===== src/rtl/if_fetch_queue.sv =====
// if_fetch_queue: owns the fetch PC, issues pipelined instruction reads with a
// credit limit, and buffers returned words with their PCs in a DEPTH-entry queue
// that feeds decode. A redirect flushes the queue and marks every in-flight read
// as stale so that its response is dropped when it returns.
module if_fetch_queue #(
    parameter int              XLEN     = 32,
    parameter int              DEPTH    = 4,
    parameter logic [XLEN-1:0] RESET_PC = XLEN'(32'h0000_0010)
) (
    input  logic            clk,
    input  logic            reset,
    input  logic [1:0]      pc_src,
    input  logic [27:0]     offset28,
    input  logic [XLEN-1:0] beq_target,
    input  logic [XLEN-1:0] jr_target,
    output logic            imem_req,
    output logic [XLEN-1:0] imem_addr,
    input  logic            imem_ready,
    input  logic            imem_rvalid,
    input  logic [XLEN-1:0] imem_rdata,
    output logic            id_valid,
    output logic [XLEN-1:0] id_instr,
    output logic [XLEN-1:0] id_pc,
    output logic [XLEN-1:0] id_pc_4,
    input  logic            id_ready
);
    localparam int              PW      = $clog2(DEPTH);
    localparam int              CW      = PW + 1;
    localparam logic [CW-1:0]   DEPTH_C = CW'(DEPTH);
    localparam logic [XLEN-1:0] FOUR    = XLEN'(4);

    logic [XLEN-1:0] fetch_pc_reg, fetch_pc_next;
    logic [XLEN-1:0] resp_pc_reg, resp_pc_next;
    logic [CW-1:0]   count_reg, count_next;
    logic [CW-1:0]   outst_reg, outst_next;
    logic [CW-1:0]   drop_reg, drop_next;
    logic [PW-1:0]   wr_ptr_reg, wr_ptr_next;
    logic [PW-1:0]   rd_ptr_reg, rd_ptr_next;
    logic [XLEN-1:0] instr_slot [DEPTH];
    logic [XLEN-1:0] pc_slot    [DEPTH];

    logic            redirect;
    logic [XLEN-1:0] target;
    logic [CW:0]     credit_used;
    logic            accept;
    logic            push;
    logic            pop;

    assign redirect = (pc_src != 2'b00);

    // Select the redirect target; jumps keep the upper bits of the head's PC+4.
    always_comb begin
        target = jr_target;
        case (pc_src)
            2'b01:   target = {id_pc_4[XLEN-1:28], offset28};
            2'b10:   target = beq_target;
            default: target = jr_target;
        endcase
    end

    // Slots already owned by queued words or by live (non-stale) reads.
    assign credit_used = {1'b0, count_reg} + {1'b0, outst_reg} - {1'b0, drop_reg};

    assign imem_req  = reset & ~redirect & (outst_reg < DEPTH_C)
                     & (credit_used < {1'b0, DEPTH_C});
    assign imem_addr = fetch_pc_reg;
    assign accept    = imem_req & imem_ready;
    assign push      = imem_rvalid & ~redirect & (drop_reg == '0);
    assign pop       = id_valid & id_ready & ~redirect;

    assign id_valid = (count_reg != '0);
    assign id_instr = instr_slot[rd_ptr_reg];
    assign id_pc    = pc_slot[rd_ptr_reg];
    assign id_pc_4  = id_pc + FOUR;

    // Next-state for PCs, occupancy, in-flight and stale-response counters.
    always_comb begin
        fetch_pc_next = fetch_pc_reg;
        resp_pc_next  = resp_pc_reg;
        count_next    = count_reg;
        outst_next    = outst_reg;
        drop_next     = drop_reg;
        wr_ptr_next   = wr_ptr_reg;
        rd_ptr_next   = rd_ptr_reg;
        if (redirect) begin
            // Nothing issues this cycle; whatever is still in flight becomes stale.
            fetch_pc_next = target;
            resp_pc_next  = target;
            count_next    = '0;
            wr_ptr_next   = '0;
            rd_ptr_next   = '0;
            outst_next    = outst_reg - CW'(imem_rvalid);
            drop_next     = outst_reg - CW'(imem_rvalid);
        end else begin
            outst_next = outst_reg + CW'(accept) - CW'(imem_rvalid);
            if (accept) begin
                fetch_pc_next = fetch_pc_reg + FOUR;
            end
            if (imem_rvalid) begin
                if (drop_reg != '0) begin
                    drop_next = drop_reg - CW'(1);
                end else begin
                    resp_pc_next = resp_pc_reg + FOUR;
                end
            end
            if (push) begin
                wr_ptr_next = wr_ptr_reg + PW'(1);
            end
            if (pop) begin
                rd_ptr_next = rd_ptr_reg + PW'(1);
            end
            count_next = count_reg + CW'(push) - CW'(pop);
        end
    end

    // Control state register.
    always_ff @(posedge clk or negedge reset) begin
        if (!reset) begin
            fetch_pc_reg <= RESET_PC;
            resp_pc_reg  <= RESET_PC;
            count_reg    <= '0;
            outst_reg    <= '0;
            drop_reg     <= '0;
            wr_ptr_reg   <= '0;
            rd_ptr_reg   <= '0;
        end else begin
            fetch_pc_reg <= fetch_pc_next;
            resp_pc_reg  <= resp_pc_next;
            count_reg    <= count_next;
            outst_reg    <= outst_next;
            drop_reg     <= drop_next;
            wr_ptr_reg   <= wr_ptr_next;
            rd_ptr_reg   <= rd_ptr_next;
        end
    end

    generate
        for (genvar gi = 0; gi < DEPTH; gi++) begin : g_slot
            logic [XLEN-1:0] instr_q;
            logic [XLEN-1:0] pc_q;

            // Capture a returned word with its PC when this slot is the write target.
            always_ff @(posedge clk or negedge reset) begin
                if (!reset) begin
                    instr_q <= '0;
                    pc_q    <= '0;
                end else if (push && (wr_ptr_reg == PW'(gi))) begin
                    instr_q <= imem_rdata;
                    pc_q    <= resp_pc_reg;
                end
            end

            assign instr_slot[gi] = instr_q;
            assign pc_slot[gi]    = pc_q;
        end
    endgenerate

    // Counter range checks: the credit rule must keep every counter in bounds.
    a_outst_range: assert property (@(posedge clk) disable iff (!reset)
        outst_reg <= DEPTH_C);
    a_outst_underflow: assert property (@(posedge clk) disable iff (!reset)
        !(imem_rvalid && (outst_reg == '0)));
    a_count_overflow: assert property (@(posedge clk) disable iff (!reset)
        !(push && !pop && (count_reg == DEPTH_C)));
    a_drop_bound: assert property (@(posedge clk) disable iff (!reset)
        drop_reg <= outst_reg);
endmodule


===== config.mk =====
export PLATFORM = sky130hd
export DESIGN_NAME = if_fetch_queue
export DESIGN_NICKNAME = d
export VERILOG_FILES = /design/src/rtl/if_fetch_queue.sv
export SDC_FILE = /design/constraint.sdc
export NUM_CORES = 1
export LEC_CHECK = 0
export CAP_MARGIN = 20
export CORE_UTILIZATION = 55
export DETAILED_ROUTE_END_ITERATION = 8
export GPL_TIMING_DRIVEN = 1
export MAX_ROUTING_LAYER = met4
export PLACE_DENSITY = 0.88
export REMOVE_ABC_BUFFERS = 1
export SYNTH_ARGS = -nofsm -noshare
export SYNTH_HDL_FRONTEND = slang
export SYNTH_SLANG_ARGS = --single-unit

===== constraint.sdc =====
create_clock -name clk -period 5.1 [get_ports clk]
set_input_delay 0.51 -clock clk [delete_from_list [all_inputs] [get_ports clk]]
set_output_delay 0.51 -clock clk [all_outputs]
set_load 0.02 [all_outputs]

### Word-level counts from Yosys, hierarchy flattened

Cells that the tools add are included.

| cells by class | value |
|---|---|
| eq/ne operators | 6 |
| reductions and logical operators | 16 |
| mux-type cells | 21 |
| order comparisons | 3 |
| bitwise operators | 10 |
| add/sub/neg operators | 13 |

Operators by type and width:

| cell | count |
|---|---|
| 32-bit 2-to-1 mux | 9 |
| 32-bit binary-select mux with 2-bit select | 2 |
| 32-bit by 3-bit adder with 32-bit output (second input constant) | 3 |
| 32-bit case mux with 2 select lines | 1 |
| 3-bit 2-to-1 mux | 5 |
| 2-bit nonzero test | 6 |
| 3-bit by 1-bit subtractor with 3-bit output | 3 |
| 1-bit AND | 8 |
| 2-bit 2-to-1 mux | 4 |
| 3-bit by 1-bit adder with 3-bit output | 2 |
| 2-bit == test (second input constant) | 3 |
| 3-bit nonzero test | 2 |
| 2-bit by 1-bit adder with 2-bit output (second input constant) | 2 |
| 3-bit by 3-bit adder with 4-bit output | 1 |
| 2-bit by 1-bit == test with 1-bit output (second input constant) | 2 |
| 1-bit logical AND | 4 |
| 4-bit by 3-bit < comparator with 1-bit output (second input constant) | 1 |
| 2-bit AND reduction | 2 |
| 4-bit by 3-bit subtractor with 4-bit output | 1 |
| 3-bit >= comparator (second input constant) | 1 |
| 3-bit zero test | 1 |
| 3-bit < comparator (second input constant) | 1 |
| 2-bit inverter with 3-bit output | 1 |
| 3-bit by 1-bit subtractor with 3-bit output (second input constant) | 1 |
| 3 further kinds | 3 |

| word-level totals | value |
|---|---|
| input bits | 131 |
| register bits | 333 |
| logic and storage cells | 84 |
| output and inout bits | 130 |

### Longest topological paths before layout

| depth | value |
|---|---|
| word-level depth | 9 |
| depth in mapped cells | 18 |

### Worst setup path before layout

Ideal clock, no wire load.

| timing path | value |
|---|---|
| path type | register -> register |
| from | register drop_reg[2] |
| to | register outst_reg[2] |
| cell stages (with the launch flop) | 18 |
| setup time | 0.126 ns |
| required time | 4.974 ns |
| arrival time | 3.583 ns |
| path buffers | 2 |
| path slack | 1.391 ns |
| period minus slack after synthesis | 3.709 ns |
| path through | dfrtp_1 > inv_1 > fa_1 > ha_1 > o21a_1 > nor4_1 > o211a_1 > buf_2 > inv_1 > clkbuf_1 > ha_1 > inv_1 > ha_1 > fa_1 > xor2_1 > nor2_1 > a21oi_1 > xnor2_1 |

| on the way | value |
|---|---|
| longest elaborated chain between the ends | 7 |

Ends and longest elaborated chain:

| item | RTL line | text |
|---|---|---|
| start: declaration | 36 | `logic [CW-1:0] drop_reg, drop_next;` |
| start signal: assignment | 131 | `drop_reg <= drop_next;` |
| 4-bit by 3-bit subtractor with 4-bit output | 62 | `assign credit_used = {1'b0, count_reg} + {1'b0, outst_reg} - {1'b0, drop_reg};` |
| 4-bit by 3-bit < comparator with 1-bit output | 65 | `& (credit_used < {1'b0, DEPTH_C});` |
| 1-bit AND | 65 |  |
| 1-bit AND | 67 | `assign accept = imem_req & imem_ready;` |
| 3-bit by 1-bit adder with 3-bit output | 95 | `outst_next = outst_reg + CW'(accept) - CW'(imem_rvalid);` |
| 3-bit by 1-bit subtractor with 3-bit output | 95 |  |
| 3-bit 2-to-1 mux | 85 | `if (redirect) begin` |
| net outst_next[2] | 35 | `logic [CW-1:0] outst_reg, outst_next;` |
| end signal: assignment | 130 | `outst_reg <= outst_next;` |
| end: declaration | 35 |  |

The timed path passes the listed nets, and every way through them passes these cells.
A chain may end at the register's enable or synchronous reset.

### Worst setup path after layout

| timing path | value |
|---|---|
| from | register rd_ptr_reg[0] |
| to | output port id_pc_4[26] |

| on the way | value |
|---|---|
| longest elaborated chain between the ends | 5 |

Ends and longest elaborated chain:

| item | RTL line | text |
|---|---|---|
| start: declaration | 38 | `logic [PW-1:0] rd_ptr_reg, rd_ptr_next;` |
| start signal: assignment | 133 | `rd_ptr_reg <= rd_ptr_next;` |
| 2-bit inverter with 3-bit output (not written as such) | 73 | `assign id_pc = pc_slot[rd_ptr_reg];` |
| 32-bit binary-select mux with 2-bit select | 73 |  |
| 32-bit 2-to-1 mux (not written as such) (2 in series) | 73 |  |
| 32-bit by 3-bit adder with 32-bit output | 74 | `assign id_pc_4 = id_pc + FOUR;` |
| end: declaration | 24 | `output logic [XLEN-1:0] id_pc_4,` |

No other way between the ends. The select of a mux whose other input is x is not followed.

==> qor.log <==
[global_route] remaining global-route overflow 0
[layout] non-filler instance count after layout 1,982
[route] via count of the routed design 12,100
[yosys] synthesis-stage register bit count 333
[die] count of boundary I/O pins 261
[die] num rows 63
[yosys] number of enable flip-flop cells after synthesis 0
[layout] share of layout cells above drive strength 1 26.3%
[global_route] M1 GR Usage 37.3%
[timing] worst setup skew after layout 8.72 ps
[setup_path] critical-path maximum fanout 32
[clock_network] CTS buffer count 35
[die] Die Area 31,100 sq um
[timing] post-route worst hold slack 480 ps
[clock_network] CTS tree done
[run] Maximum Capacitance Violations 0
[clock_network] number of setup buffers added after CTS 0
[clock_network] maximum count of clock buffers along a single path 3
[clock_network] insertion delay to the later sink of the worst-skew pair 510 ps
[yosys] yosys synthesis warning count 0
[global_route] first-pass GRT wire length 69,000 um
[route] routed via count divided by cell count 6.10
[global_route] met3 usage in global routing 5.66%
[timing] pin slew with the least headroom to its limit 959 ps
[global_route] highest-utilization routing layer at the global route stage met2
[die] initial core utilization 56.2%
[setup_path] cells along the critical path mux4_1 -> and4_1 -> nand4_2 -> nor2_1 -> nand4_1 -> xnor2_1 -> clkdlybuf4s50_1
[clock_network] count of clock tree sinks 333
[setup_path] gate family responsible for the most delay along the worst path simple AND/OR/NAND/NOR gates
[route] average wire per standard cell 22.1 um
[setup_path] master of the slowest instance on the critical path dfrtp_4
[place] final RePlAce weighted congestion 0.873
[place] Post-Place Cells 1,921
[global_route] global-route usage over all layers 29.7%
[yosys] cell types occupying the most area after synthesis dfrtp_1 50%, mux2_2 17%, mux4_2 8.5%, xnor2_1 2.7%, a21oi_1 2.6%
[global_route] pin count of the biggest net entering global routing 134
[route] DRC viols 0
[layout] Top Registers g_slot.instr_q (128), g_slot.pc_q (128)
[place] DP Wirelength 29,800 um
[yosys] fraction of the yosys area taken by sequential cells 49.9%
[global_route] via count of the first global-routing pass 12,700
[yosys] Distinct cells, synth 60
[timing] final hold violations 0
[place] buffers added on ports 260
[route] length of the first detailed-routing pass in iterations 5
[timing] pins over their slew limit 0
[setup_path] data arrival time at the worst-slack endpoint 4060 ps
[yosys] biggest area consumer among synthesized cells dfrtp_1
[setup_path] type of the worst setup path reg -> out
[timing] unrepaired setup endpoints after global routing no
[route] total wirelength of the detailed-routed design 43,800 um
[power] total power after layout 8610 uW
[timing] least setup slack across all paths after layout 532 ps
[yosys] ys flop type dfrtp_1
[yosys] FFs w/ async S/R, synth 100%
[timing] maximum frequency from static timing analysis 219 MHz
[yosys] total standard cell area after synthesis 16,700 sq um
[setup_path] maximum single-stage delay on the critical path 860 ps
[die] Horiz. Die Dim 176 um
[layout] final layout net count 1,727
[layout] Syn-to-layout area delta 24.8%
[die] Std-Cell Core Area 29,700 sq um
[timing] portion of the clock cycle consumed by the worst path in the final layout 89.6%
[die] DIE HEIGHT 176 um
[timing] relative slew slack 36.1%
[setup_path] critical path capture point type primary output
[setup_path] critical path required time 4590 ps
[outcome] outcome finished clean
[place] worst slack at placement 1050 ps
[worst_hold_path] Hold Path Class reg -> reg
[timing] time the final worst path needs with I/O delays and setup 4570 ps
[global_route] global routing usage on met2 48.0%
[power] power density over the cells 413 nW/um^2
[setup_path] Buf+Inv Stages, Crit Path 1
[yosys] Synth Instances 1,336
[setup_path] Setup crit start kind register
[yosys] Synth top area share 49.6%
[route] antenna violation net count after detailed routing 0
[timing] final number of setup-violating endpoints 0
[route] initial DRC count 934
[global_route] initial antenna violation count 1
[power] VDD IR max 0.249 mV
[yosys] Syn Area/Cell 12.5 sq um
[clock_network] clock slew at the register clock pins of the worst setup and hold paths 60 ps
[clock_network] Clock Tree Root clkbuf_16
[power] Leak Pwr 0.00924 uW
[clock_network] number of H-tree branching levels 2
## final timing paths
path	from	endpoint	slack, ps	cells past startpoint
max in group asynchronous	reset	g_slot[3].pc_q[26]$_DFFE_PN0P_	2680	4
min	g_slot[1].pc_q[30]$_DFFE_PN0P_	g_slot[1].pc_q[30]$_DFFE_PN0P_	480	2
min in group asynchronous	reset	g_slot[0].instr_q[15]$_DFFE_PN0P_	500	2
max	rd_ptr_reg[0]$_DFFE_PN0P_	id_pc_4[26]	530	7
max reg2reg	outst_reg[2]$_DFF_PN0_	outst_reg[2]$_DFF_PN0_	1230	14
min reg2reg	g_slot[1].pc_q[30]$_DFFE_PN0P_	g_slot[1].pc_q[30]$_DFFE_PN0P_	480	2
## through the flow
step	area (sq um)	setup TNS [ps]	util, %
2_1_floorplan	16300	-160880	-
3_3_place_gp	19700	0	66.2
3_5_place_dp	19700	0	66.2
4_1_cts	20800	0	70.0
5_1_grt	20800	0	70.1
6_report	20800	0	70.1
## cells in the mapped netlist, types with 16 or more instances
cell,instances
mux4_2,63
clkbuf_1,60
nand2_1,76
a21oi_1,87
o21ai_0,23
nand3_1,33
nor2_1,70
ha_1,22
nand4_1,16
inv_1,34
a22oi_1,30
dfrtp_1,331
mux2_2,251
nor3_1,20
xnor2_1,52
xor2_1,29
## per-layer routing
metal  part of all wire (%)  routed length [um]  vias up
li1                       -                   -     5331
met1                     39               17000     6084
met2                     50               21700      567
met3                    8.0                3510      102
met4                    3.4                1500        0
met5                      0                   0        -
## tightest hold or removal path, delay by kind of cell (launching register included)
kind | cells | cell delay, ps
and+or+nand+nor | 1 | 50
DFF | 1 | 340
AOI/OAI and AO/OA | 1 | 60
## cells by family (layout without fill, tap and decap cells)
| kind of cell | count (synthesis) | in the layout | synth area share (%) |
|---|---|---|---|
| other cells | 0 | 1 | 0 |
| buf+inv | 121 | 376 | 3.02 |
| mux | 317 | 317 | 25.7 |
| xor+xnor | 81 | 81 | 4.25 |
| simple gates | 279 | 279 | 8.46 |
| fa+ha+maj | 26 | 26 | 2.13 |
| flops | 333 | 333 | 49.9 |
| compound gates | 179 | 179 | 6.50 |
## timing repair
action	in CTS	in global routing
endpoints found under the hold margin	48	0
hold buffers	1	0
resized for setup	0	0
## power breakdown
part	internal, uW	total [uW]	switching (uW)	leakage [uW]
Clock	1480	2510	1030	0.000542
Combinational	1400	2820	1420	0.00427
Sequential	2990	3290	293	0.00443
Total	5870	8610	2750	0.00924
## cell usage in the layout, fill, tap and decap left out, types with 5 or more instances in the layout
| cell | count |
|---|---|
| inv_1 | 34 |
| a22oi_1 | 30 |
| xor2_1 | 29 |
| clkbuf_16 | 37 |
| nand2_1 | 76 |
| mux2_2 | 251 |
| and3_1 | 9 |
| mux4_2 | 63 |
| clkinvlp_4 | 5 |
| and2_1 | 10 |
| ha_1 | 20 |
| a21o_1 | 5 |
| nor3_1 | 20 |
| a21oi_1 | 87 |
| nand4_1 | 16 |
| a211oi_1 | 7 |
| buf_4 | 20 |
| o21ai_0 | 23 |
| nor2_1 | 70 |
| and4_1 | 8 |
| nand3_1 | 29 |
| clkinv_2 | 6 |
| nor4_1 | 13 |
| dfrtp_1 | 329 |
| xnor2_1 | 52 |
| clkdlybuf4s50_1 | 259 |
## final cells by class
class                      instances  area (sq um)
inverter                          34           128
clock buffer                      45           996
timing repair buffer             284          2840
tap                              390           488
sequential                       333          8340
fill                            1974          8880
clock inverter                    13           128
multi-input combinational        882          7920
antenna                            1          2.50
Power figures use the tool's default switching activity.
